## src/rtl/ht_pkg.sv

```systemverilog
// Shared types and constants for the ht sequencing controller.
package ht_pkg;

    typedef enum logic [1:0] {LOAD, START, RUN, DRAIN} ht_ctrl_state_t;

    localparam int JOB_CNT_W     = 16;
    localparam int WIDTH_DEFAULT = 5;

endpackage

```

## src/rtl/ht_ctrl_wdog.sv

```systemverilog
// RUN-state watchdog: counts cycles while clear is low and flags expiry
// on the cycle the count reaches timeout-1 (the timeout-th RUN cycle).
module ht_ctrl_wdog #(
    parameter int timeout = 1024
) (
    input  logic clk,
    input  logic rst,
    input  logic clear,
    output logic expired
);

    localparam int WD_W = $clog2(timeout + 1);

    logic [WD_W-1:0] wd_cnt;

    always_ff @(posedge clk) begin
        if (rst || clear) begin
            wd_cnt <= '0;
        end else begin
            wd_cnt <= wd_cnt + 1'b1;
        end
    end

    assign expired = !clear && (wd_cnt == WD_W'(timeout - 1));

endmodule

```

## src/rtl/ht_ctrl.sv

```systemverilog
// Serial-in / serial-out sequencer around one ht core.
// Optional RUN watchdog enabled by defining HT_CTRL_TIMEOUT_EN.
module ht_ctrl
    import ht_pkg::*;
#(
    parameter int index   = 8,
    parameter int width   = WIDTH_DEFAULT,
    parameter int timeout = 1024
) (
    input  logic                     clk,
    input  logic                     rst,
    input  logic                     in_valid,
    input  logic [width-1:0]         in_data,
    output logic                     in_ready,
    output logic                     out_valid,
    output logic [width-1:0]         out_data,
    output logic                     out_last,
    input  logic                     out_ready,
    output logic                     ht_start,
    output logic [index*width-1:0]   ht_indata,
    input  logic [index*width-1:0]   ht_outdata,
    input  logic                     ht_over,
    output logic                     busy,
    output logic [JOB_CNT_W-1:0]     job_cnt,
    output logic                     err
);

    localparam int CNT_W = $clog2(index);
    localparam logic [CNT_W-1:0] CNT_LAST = CNT_W'(index - 1);

    ht_ctrl_state_t state, state_next;

    logic [CNT_W-1:0]       cnt;
    logic [index*width-1:0] in_buf;
    logic [index*width-1:0] res_buf;
    logic [JOB_CNT_W-1:0]   jobs;
    logic                   in_acc, out_acc, cap, abort;
    logic                   wd_expired;

    always_ff @(posedge clk) begin
        if (rst) begin
            state <= LOAD;
        end else begin
            state <= state_next;
        end
    end

    always_comb begin
        state_next = state;
        in_acc     = 1'b0;
        out_acc    = 1'b0;
        cap        = 1'b0;
        abort      = 1'b0;
        unique case (state)
            LOAD: begin
                if (in_valid) begin
                    in_acc = 1'b1;
                    if (cnt == CNT_LAST) state_next = START;
                end
            end
            START: state_next = RUN;
            RUN: begin
                // ht_over has priority over a watchdog expiry in the same cycle
                if (ht_over) begin
                    cap        = 1'b1;
                    state_next = DRAIN;
                end else if (wd_expired) begin
                    abort      = 1'b1;
                    state_next = LOAD;
                end
            end
            DRAIN: begin
                if (out_ready) begin
                    out_acc = 1'b1;
                    if (cnt == CNT_LAST) state_next = LOAD;
                end
            end
            default: state_next = LOAD;
        endcase
    end

    always_ff @(posedge clk) begin
        if (rst) begin
            cnt     <= '0;
            in_buf  <= '0;
            res_buf <= '0;
            jobs    <= '0;
        end else begin
            if (in_acc) begin
                in_buf[cnt*width +: width] <= in_data;
                cnt <= (cnt == CNT_LAST) ? '0 : cnt + 1'b1;
            end
            if (cap) begin
                res_buf <= ht_outdata;
                cnt     <= '0;
            end
            if (abort) begin
                res_buf <= '0;
                cnt     <= '0;
            end
            if (out_acc) begin
                cnt <= (cnt == CNT_LAST) ? '0 : cnt + 1'b1;
                if (cnt == CNT_LAST) jobs <= jobs + 1'b1;
            end
        end
    end

`ifdef HT_CTRL_TIMEOUT_EN
    logic err_q;

    ht_ctrl_wdog #(.timeout(timeout)) u_wdog (
        .clk     (clk),
        .rst     (rst),
        .clear   (state != RUN),
        .expired (wd_expired)
    );

    always_ff @(posedge clk) begin
        if (rst) begin
            err_q <= 1'b0;
        end else if (abort) begin
            err_q <= 1'b1;
        end
    end

    assign err = err_q;
`else
    logic unused_timeout;

    assign unused_timeout = timeout[0];
    assign wd_expired     = 1'b0;
    assign err            = 1'b0;
`endif

    assign in_ready  = (state == LOAD) && !rst;
    assign ht_start  = (state == START);
    assign out_valid = (state == DRAIN);
    assign out_last  = (state == DRAIN) && (cnt == CNT_LAST);
    assign out_data  = res_buf[cnt*width +: width];
    assign ht_indata = in_buf;
    assign busy      = (state != LOAD);
    assign job_cnt   = jobs;

endmodule

```

## config.mk

```make
export PLATFORM = sky130hd
export DESIGN_NAME = ht_ctrl
export DESIGN_NICKNAME = d
export VERILOG_FILES = /design/src/rtl/ht_pkg.sv /design/src/rtl/ht_ctrl_wdog.sv /design/src/rtl/ht_ctrl.sv
export SDC_FILE = /design/constraint.sdc
export NUM_CORES = 1
export LEC_CHECK = 0
export BUFFER_PORTS_ARGS = -buffer_cell sky130_fd_sc_hd__clkbuf_2
export CAP_MARGIN = 0
export CORE_UTILIZATION = 35
export CTS_BUF_LIST = sky130_fd_sc_hd__clkbuf_2 sky130_fd_sc_hd__clkbuf_4 sky130_fd_sc_hd__clkbuf_8
export DETAILED_ROUTE_END_ITERATION = 12
export GPL_ROUTABILITY_DRIVEN = 0
export HOLD_SLACK_MARGIN = 0.03
export PLACE_DENSITY = 0.67
export SLEW_MARGIN = 5
export SYNTH_ARGS = -nofsm -noshare
export SYNTH_HDL_FRONTEND = slang
export SYNTH_SLANG_ARGS = --single-unit
```

## constraint.sdc

```tcl
create_clock -name clk -period 2.9 [get_ports clk]
set_clock_uncertainty 0.05 [all_clocks]
set_input_delay 0.435 -clock clk [delete_from_list [all_inputs] [get_ports clk]]
set_output_delay 0.435 -clock clk [all_outputs]
set_load 0.005 [all_outputs]
```

Word level (Yosys, flattened, before mapping)
Index checks and enable logic that the tools add are counted.
- flip-flop bits (word level): 101
- input port bits: 50
- logic and storage cells: 46
- add/subtract/negate cells: 3
- $mul: 1
- equality and inequality tests: 9
- shift operators: 3
- mux-type cells: 17
- reduce and logical (&&, ||, !) cells: 8
- operators with widths (operator ; count):
    $bwmux 40 ; 1
    $shift 5x34->40 const A ; 1
    $shiftx 40x7->5 ; 1
    $shiftx 5x34->40 ; 1
    $neg 6->34 ; 1
    $add 16x1->16 const B ; 1
    $mux 3 ; 4
    $mux 2 ; 5
    $pmux 2 s4 ; 1
    $mul 3x3->6 const B ; 1
    $mux 1 ; 6
    $ne 2x2->1 const B ; 3
    $reduce_and 5->1 ; 1
    $eq 2x2->1 const B ; 2
    $ne 2x1->1 const B ; 2
    $add 3x1->3 const B ; 1
    $eq 3x3->1 const B ; 1
    $reduce_bool 3->1 ; 1
    $eq 2x1->1 const B ; 1
    $logic_and 1x1->1 ; 2
    $logic_not 2->1 ; 1
    $reduce_and 2->1 ; 1
    $reduce_bool 2->1 ; 1
    $logic_not 1->1 ; 1

Depth between registers and ports, before layout
Gate-level depths: netlist of the first run.
- depth after elaboration: 5
- gate-level depth with buffers: 7
- gate-level depth less buffers: 6

Worst setup path before layout of the first run
Ideal clock, no wire load.
- path type: flip-flop to flip-flop
- from: reg cnt[1]
- to: reg in_buf[20], in the netlist ht_indata[20]
- setup time: 0.128 ns
- arrival: 2.103 ns
- required time: 2.722 ns
- path slack: 0.620 ns
- cell stages (with the launch flop): 8
- clock period less this slack: 2.280 ns
- cells stage by stage: dfxtp_1 buf_1 inv_1 ha_1 nor4bb_1 a21boi_2 mux2i_1 nor2_1
- word-level cells in the longest chain between the ends: 4
- elaborated cells on any way between the ends: 5
- classes of those cells: 1 x add/sub; 1 x mul; 2 x shift; 1 x mux
- ends and longest elaborated chain (what ; RTL line ; RTL):
    start, declared ; ht_ctrl.sv:33 ; logic [CNT_W-1:0] cnt;
    start signal, assigned ; ht_ctrl.sv:91 ; cnt <= (cnt == CNT_LAST) ? '0 : cnt + 1'b1;
    start signal, assigned ; ht_ctrl.sv:102 ; cnt <= (cnt == CNT_LAST) ? '0 : cnt + 1'b1;
    $mul 3x3->6 * ; ht_ctrl.sv:90 ; in_buf[cnt*width +: width] <= in_data;
    $neg 6->34 * ; ht_ctrl.sv:90 ;
    $shiftx 5x34->40 / $shift 5x34->40 (equally long branches) ; ht_ctrl.sv:90 ;
    $bwmux 40 * ; ht_ctrl.sv:90 ;
    end signal, assigned by index ; ht_ctrl.sv:90 ;
    end, declared ; ht_ctrl.sv:34 ; logic [index*width-1:0] in_buf;
Mark *: on every way between the ends. The rest lies on a longest branch, timed or not.
A chain may end at the register's enable or synchronous reset.

Worst setup path after layout of the first run
- from: reg cnt[0]
- to: out out_data[0]
- word-level cells in the longest chain between the ends: 2
- ends and longest elaborated chain (what ; RTL line ; RTL):
    $mul 3x3->6 ; ht_ctrl.sv:139 ; assign out_data = res_buf[cnt*width +: width];
    $shiftx 40x7->5 ; ht_ctrl.sv:139 ;
    end, declared ; ht_ctrl.sv:16 ; output logic [width-1:0] out_data,
Every way passes these cells.

==> results of run 1 <==
through the flow:
| step | util (%) | cells | hold WS (ns) | instance area (um2) | setup slack, ns |
|---|---|---|---|---|---|
| global placement | 41.96 | 751 | 0.3921 | 5061 | 0.6742 |
| global route | 43.49 | 767 | 0.2180 | 5245 | 0.1158 |
| finish | 43.49 | 767 | 0.2257 | 5245 | 0.2528 |
| floorplan | - | 491 | 0.3831 | 4349 | 0.6199 |
| CTS | 43.49 | 767 | 0.2154 | 5245 | 0.2196 |
| detailed placement | 41.96 | 751 | 0.3974 | 5061 | 0.5406 |
layout by cell type (no fill, tap or decap), types with 2 or more instances in the layout:
master,netlist,routed
a221oi_1,2,2
clkbuf_2,0,114
inv_8,0,2
and2_1,8,8
and3_1,6,6
nor4_1,3,3
mux2_2,5,5
o21ai_0,3,3
nand3_1,20,20
mux2i_1,31,31
xor2_1,4,4
nor2_1,53,53
buf_4,1,6
clkinvlp_4,0,2
clkbuf_8,0,9
dfxtp_1,101,101
or3_1,3,3
nand4_1,6,6
clkinv_4,0,2
nor3_1,5,5
nand2b_1,2,2
nand2_1,98,98
a21oi_1,57,57
xnor2_1,8,8
ha_1,11,11
inv_1,9,9
mux4_2,10,10
per-layer routing:
metal  part of all wire, %  wire, um  vias to the layer above  global-route usage (%)
met1                    47      5072                     1786                   23.31
met4                   1.2       129                        0                   5.789
met5                     0         0                        -                       0
met3                   4.3       460                       11                   3.454
met2                    47      5023                      107                   27.36
li1                      -         -                     1871                       -
synth_stat cells (all sizes together):
library cell  number  area [um2]
or3                3       18.77
nand2             98       367.9
nand2b             2       12.51
ha                11       137.6
conb               1       3.750
and3               6       37.54
nand4              7       50.05
nor3b              1       12.51
nor4               3       18.77
or3b               1       8.760
mux2               5       56.30
a32oi              1       8.760
or4b               1       13.76
clkbuf            20       75.07
and2               9       57.56
mux2i             31       310.3
a221oi             2       17.52
a32o               1       10.01
nor3               5       25.02
nor4b              1       8.760
dfxtp            101        2022
nor4bb             1       10.01
nor2b              1       6.260
mux4              10       225.2
a22oi              1       7.510
o31ai              1       7.510
nor2              53       198.9
or2                1       6.260
xnor2              8       70.07
or4                1       8.760
a31o               1       8.760
buf                8       38.79
o21ai              3       15.01
a21oi             57       285.3
nand3             20       100.1
a21boi             2       18.77
inv                9       33.78
xor2               4       35.03
path summary, 6_finish.rpt:
kind,start,to,slack (ns),cells past startpoint
hold / removal,ht_outdata[17],res_buf[17]$_SDFFE_PP0P_,0.23,3
setup / recovery,cnt[0]$_SDFFE_PP0P_,out_data[0],0.25,4
hold reg to reg,ht_indata[14]$_SDFFE_PP0P_,ht_indata[14]$_SDFFE_PP0P_,0.41,2
setup reg to reg,cnt[0]$_SDFFE_PP0P_,job_cnt[11]$_SDFFE_PP0P_,0.52,6
where the power goes:
part | switching, mW | total (mW) | internal, mW
sequential | 0.00909 | 1.40 | 1.39
clock | 0.506 | 0.831 | 0.325
combinational | 0.0921 | 0.159 | 0.0668
total | 0.607 | 2.39 | 1.79
state kept, by name, indices dropped and copies added, names as in the netlist:
| name | cells |
|---|---|
| ht_indata | 40 |
| res_buf | 40 |
| cnt | 3 |
| state | 2 |
| job_cnt | 16 |
logic make-up after synthesis:
kind of cell	Yosys count	synth area share, %
AOI/OAI and AO/OA	69	8.717
muxes	46	13.61
DFF	101	46.49
and+or+nand+nor	214	22.12
buffers and inverters	37	3.395
xor gates and xnor gates	12	2.417
other	1	0.08622
adders and majority gates	11	3.165
critical path, cell delays in order, from the launching register on:
cell and delay, ns:
dfxtp_1 0.54, buf_4 0.31, mux4_2 0.54, mux2_2 0.29
clkbuf_2 0.11
final cells by class:
class	instances	area, um2	area share, %
clock buffer	9	123.9	2.362
clock inverter	7	60.06	1.145
inverter	9	33.78	0.6441
multi-input combinational	353	2180	41.56
sequential	101	2022	38.55
tap	168	210.2	4.008
timing repair buffer	120	615.6	11.74
==> reports/qor.txt, run 1 <==
Ratio of cells with drive above 1 in the final layout -> 26.71%
Status -> completed
Ant diodes -> 0
Pwr Density -> 456.3 mW/mm2
Core footprint -> 0.01206 mm2
Startpoint Class -> flop
Hold crit path type -> in -> reg
Max-Cap Viols -> 0
Drt first pass iters -> 4
Unrepaired setup endpoints after global routing -> false
Inserted Clock Buffers -> 9
Area Growth Syn to Fin -> 20.60%
DRC Markers -> 0
Syn. warnings -> 0
Ports -> 117
Final WL -> 10690 um
# port buffers -> 115
H-tree levels -> 3
Number of global-route vias before repair -> 3635
Final nets -> 655
Worst-margin pin slew -> 0.6204 ns
Num rows -> 40
Post-DP HPWL -> 7873 um
Final setup violation count -> 0
Starting Density -> 36.06%
CTS Root Cell -> clkbuf_8
Synthesized Nets -> 552
Vias per cell -> 4.922
Clock transition at path regs -> 0.11 ns
TNS Setup -> 0 ns
Largest net degree at the start of global routing -> 62
Highest clock rate -> 377.8 MHz
GRT Total Usage -> 17.20%
Fillers -> 1206
Clock sink count -> 101
Die Span Y -> 113.5 um
Drt wl/cell -> 13.93 um
Post-CTS sizing -> 0
Antenna violations before repair -> 0
Final hold violation count -> 0
CP arrival -> 2.16 ns
Crit path max fanout -> 12
Worst EP required -> 2.41 ns
Syn avg cell area -> 8.858 um2
Period utilisation layout -> 91.28%
First-pass GRT wire length -> 17750 um
Width of the die -> 113.5 um
Hold_buf cts -> 0
Final Max Slew Viols -> 0
Netlist cell types -> 43
Headroom to the max-slew limit -> 58.49%
Syn Inst Count -> 491
Gr ovfl total -> 0
Clk_lat worst skew -> 0.36 ns
Register bit total from synthesis -> 101
Post-CTS Setup Repair Bufs -> 0
Antenna-violating nets left -> 0
Worst vdd ir -> 252.3 uV
Crit path capture type -> primary output
Power, Total -> 2.393 mW
Initial DRC count -> 288
CTS tree -> done
Post-Syn Area -> 0.004349 mm2
Min cycle time layout -> 2.647 ns
Via count -> 3775
Die area -> 0.01288 mm2
CP Class -> reg -> out
P_leak -> 2.064 nW
Sequential element share of the synthesized area -> 46.49%
Longest Clk Path Bufs -> 2
Note: power is estimated with default switching activity, not from simulation.
==> run 2: changes to the inputs <==
--- a/config.mk
+++ b/config.mk
@@ -12,7 +12,7 @@
 export DETAILED_ROUTE_END_ITERATION = 12
 export GPL_ROUTABILITY_DRIVEN = 0
 export HOLD_SLACK_MARGIN = 0.03
-export PLACE_DENSITY = 0.67
+export PLACE_DENSITY = 0.58
 export SLEW_MARGIN = 5
 export SYNTH_ARGS = -nofsm -noshare
 export SYNTH_HDL_FRONTEND = slang
==> reports/qor.txt, run 2 (same netlist as run 1, synthesis figures left out) <==
Worst-margin pin slew -> 0.6744 ns (was 0.6204 ns)
Status -> completed (unchanged)
CTS Root Cell -> clkbuf_8 (unchanged)
R2r startpoint -> cnt[0]$_SDFFE_PP0P_ (unchanged)
Ratio of cells with drive above 1 in the final layout -> 26.83% (was 26.71%)
Inserted Clock Buffers -> 9 (unchanged)
GRT Total Usage -> 16.99% (was 17.20%)
Most frequent cells in the layout -> clkbuf_2, dfxtp_1, nand2_1 (unchanged)
H-tree levels -> 3 (unchanged)
Width of the die -> 113.5 um (unchanged)
Worst vdd ir -> 201.2 uV (was 252.3 uV)
Clock power frac -> 36.7% (was 34.7%)
Sw Share -> 24.63% (was 25.36%)
Via count -> 3732 (was 3775)
CP arrival -> 2.17 ns (was 2.16 ns)
DRC Markers -> 0 (unchanged)
Combinational power share -> 6.6% (about the same)
Longest Clk Path Bufs -> 2 (unchanged)
Met1 GRT Util -> 22.61% (was 23.31%)
Final hold violation count -> 0 (unchanged)
Ant diodes -> 0 (unchanged)
Final setup violation count -> 0 (unchanged)
Largest net degree at the start of global routing -> 60 (was 62)
Fillers -> 1223 (was 1206)
Critical Path Start -> cnt[0]$_SDFFE_PP0P_ (unchanged)
Cells after DPL -> 752 (was 751)
Switching power -> 0.6096 mW (was 0.6070 mW)
CTS tree -> done (unchanged)
Post-DP HPWL -> 7710 um (was 7873 um)
Setup slack, reg-to-reg -> 0.49 ns (was 0.52 ns)
Ports -> 117 (unchanged)
Internal Power -> 1.865 mW (was 1.786 mW)
Crit path buf inv count -> 2 (unchanged)
Initial DRC count -> 218 (was 288)
Highest clock rate -> 376.0 MHz (was 377.8 MHz)
TNS Setup -> 0 ns (unchanged)
Gr ovfl total -> 0 (unchanged)
Number of global-route vias before repair -> 3570 (was 3635)
# port buffers -> 115 (unchanged)
Pwr Density -> 468.8 mW/mm2 (was 456.3 mW/mm2)
CP max stage cell -> dfxtp_1 (unchanged)
CP peak stage delay -> 0.55 ns (was 0.54 ns)
Period utilisation layout -> 91.70% (was 91.28%)
Starting Density -> 36.06% (unchanged)
Antenna violations before repair -> 0 (unchanged)
Clock sink count -> 101 (unchanged)
Post-Layout Cell Count -> 768 (was 767)
Hold crit path type -> in -> reg (unchanged)
Most common cell after layout, fill and taps aside -> clkbuf_2 (unchanged)
Clk_lat worst skew -> 0.37 ns (was 0.36 ns)
Post-CTS Setup Repair Bufs -> 0 (unchanged)
Crit path capture type -> primary output (unchanged)
Startpoint Class -> flop (unchanged)
Worst EP required -> 2.41 ns (about the same)
Min cycle time layout -> 2.659 ns (was 2.647 ns)
P_leak -> 2.083 nW (was 2.064 nW)
CP top delay family -> multiplexers (unchanged)
Drt wl/cell -> 13.93 um (about the same)
Vias per cell -> 4.859 (was 4.922)
Headroom to the max-slew limit -> 54.87% (was 58.49%)
HP Start -> ht_outdata[17] (unchanged)
Post-CTS sizing -> 0 (unchanged)
Antenna-violating nets left -> 0 (unchanged)
Crit path max fanout -> 12 (unchanged)
Num rows -> 40 (unchanged)
Area Growth Syn to Fin -> 21.38% (was 20.60%)
Sequential Power Share -> 56.7% (was 58.6%)
Clock transition at path regs -> 0.10 ns (was 0.11 ns)
Final nets -> 656 (was 655)
Final WL -> 10700 um (was 10690 um)
First-pass GRT wire length -> 17330 um (was 17750 um)
GR peak layer -> met2 (unchanged)
Max-Cap Viols -> 0 (unchanged)
Final Max Slew Viols -> 0 (unchanged)
Die area -> 0.01288 mm2 (unchanged)
CP Class -> reg -> out (unchanged)
Met3 Resource Use GR -> 3.241% (was 3.454%)
Hold_buf cts -> 0 (unchanged)
Drt first pass iters -> 4 (unchanged)
Met2 GRT Util -> 27.44% (was 27.36%)
Core footprint -> 0.01206 mm2 (unchanged)
Unrepaired setup endpoints after global routing -> false (unchanged)
Die Span Y -> 113.5 um (unchanged)
Crit path cell chain -> buf_4, mux4_2, mux2_2, clkbuf_2 (unchanged)
[run 2: cell count changes in the layout (fill, tap and decap cells not counted), sizes merged]
cell	before	now
buf	6	7
bufinv	0	1
clkinv	3	4
clkinvlp	2	1
inv	11	10
[run 2: power groups by stage]
stage,Combinational (mW),Sequential (mW),Clock (mW)
after global placement,0.160,1.44,0
after detailed placement,0.163,1.44,0
after global routing,0.179,1.41,0.994
after CTS,0.164,1.40,0.932
after floorplan,0.0914,1.43,0
final,0.163,1.40,0.909
[run 2: worst register-to-register path: stages (launching register included)]
cell	delay (ns)
dfxtp_1	0.55
inv_1	0.14
ha_1	0.41
nor4bb_1	0.39
a21boi_2	0.43
mux2i_1	0.25
nor2_1	0.05
[run 2: area by class of cell]
type	instances	area [um2]	share of cell area, %
Inverter	9	33.78	0.6400
Clock buffer	9	123.9	2.347
Tap cell	168	210.2	3.982
Clock inverter	7	73.82	1.398
Timing Repair Buffer	121	635.6	12.04
Sequential cell	101	2022	38.30
Multi-Input combinational cell	353	2180	41.29
[run 2: final timing paths]
check,cells after the start,endpoint
worst max register to register,6,ht_indata[23]$_SDFFE_PP0P_
worst min register to register,2,res_buf[3]$_SDFFE_PP0P_
worst max-delay path,4,out_data[4]
worst min-delay path,3,res_buf[17]$_SDFFE_PP0P_
[run 2: stage by stage]
step	worst slack (ns)	utilization (%)	total power [mW]	instance area (um2)	hold WS [ns]
after floorplan	0.6199	-	1.524	4349	0.3831
after global placement	0.5937	42.13	1.596	5081	0.3909
after detailed placement	0.5337	42.13	1.599	5081	0.3972
after CTS	0.2166	43.77	2.500	5279	0.2035
after global routing	0.1282	43.77	2.578	5279	0.2111
final	0.2406	43.77	2.475	5279	0.2174
[run 2: routing by layer]
layer  up-vias  wire, um
li1       1877         -
met1      1751      5124
met3        13       450
met4         0       136
met5         -         0
met2        91      4991
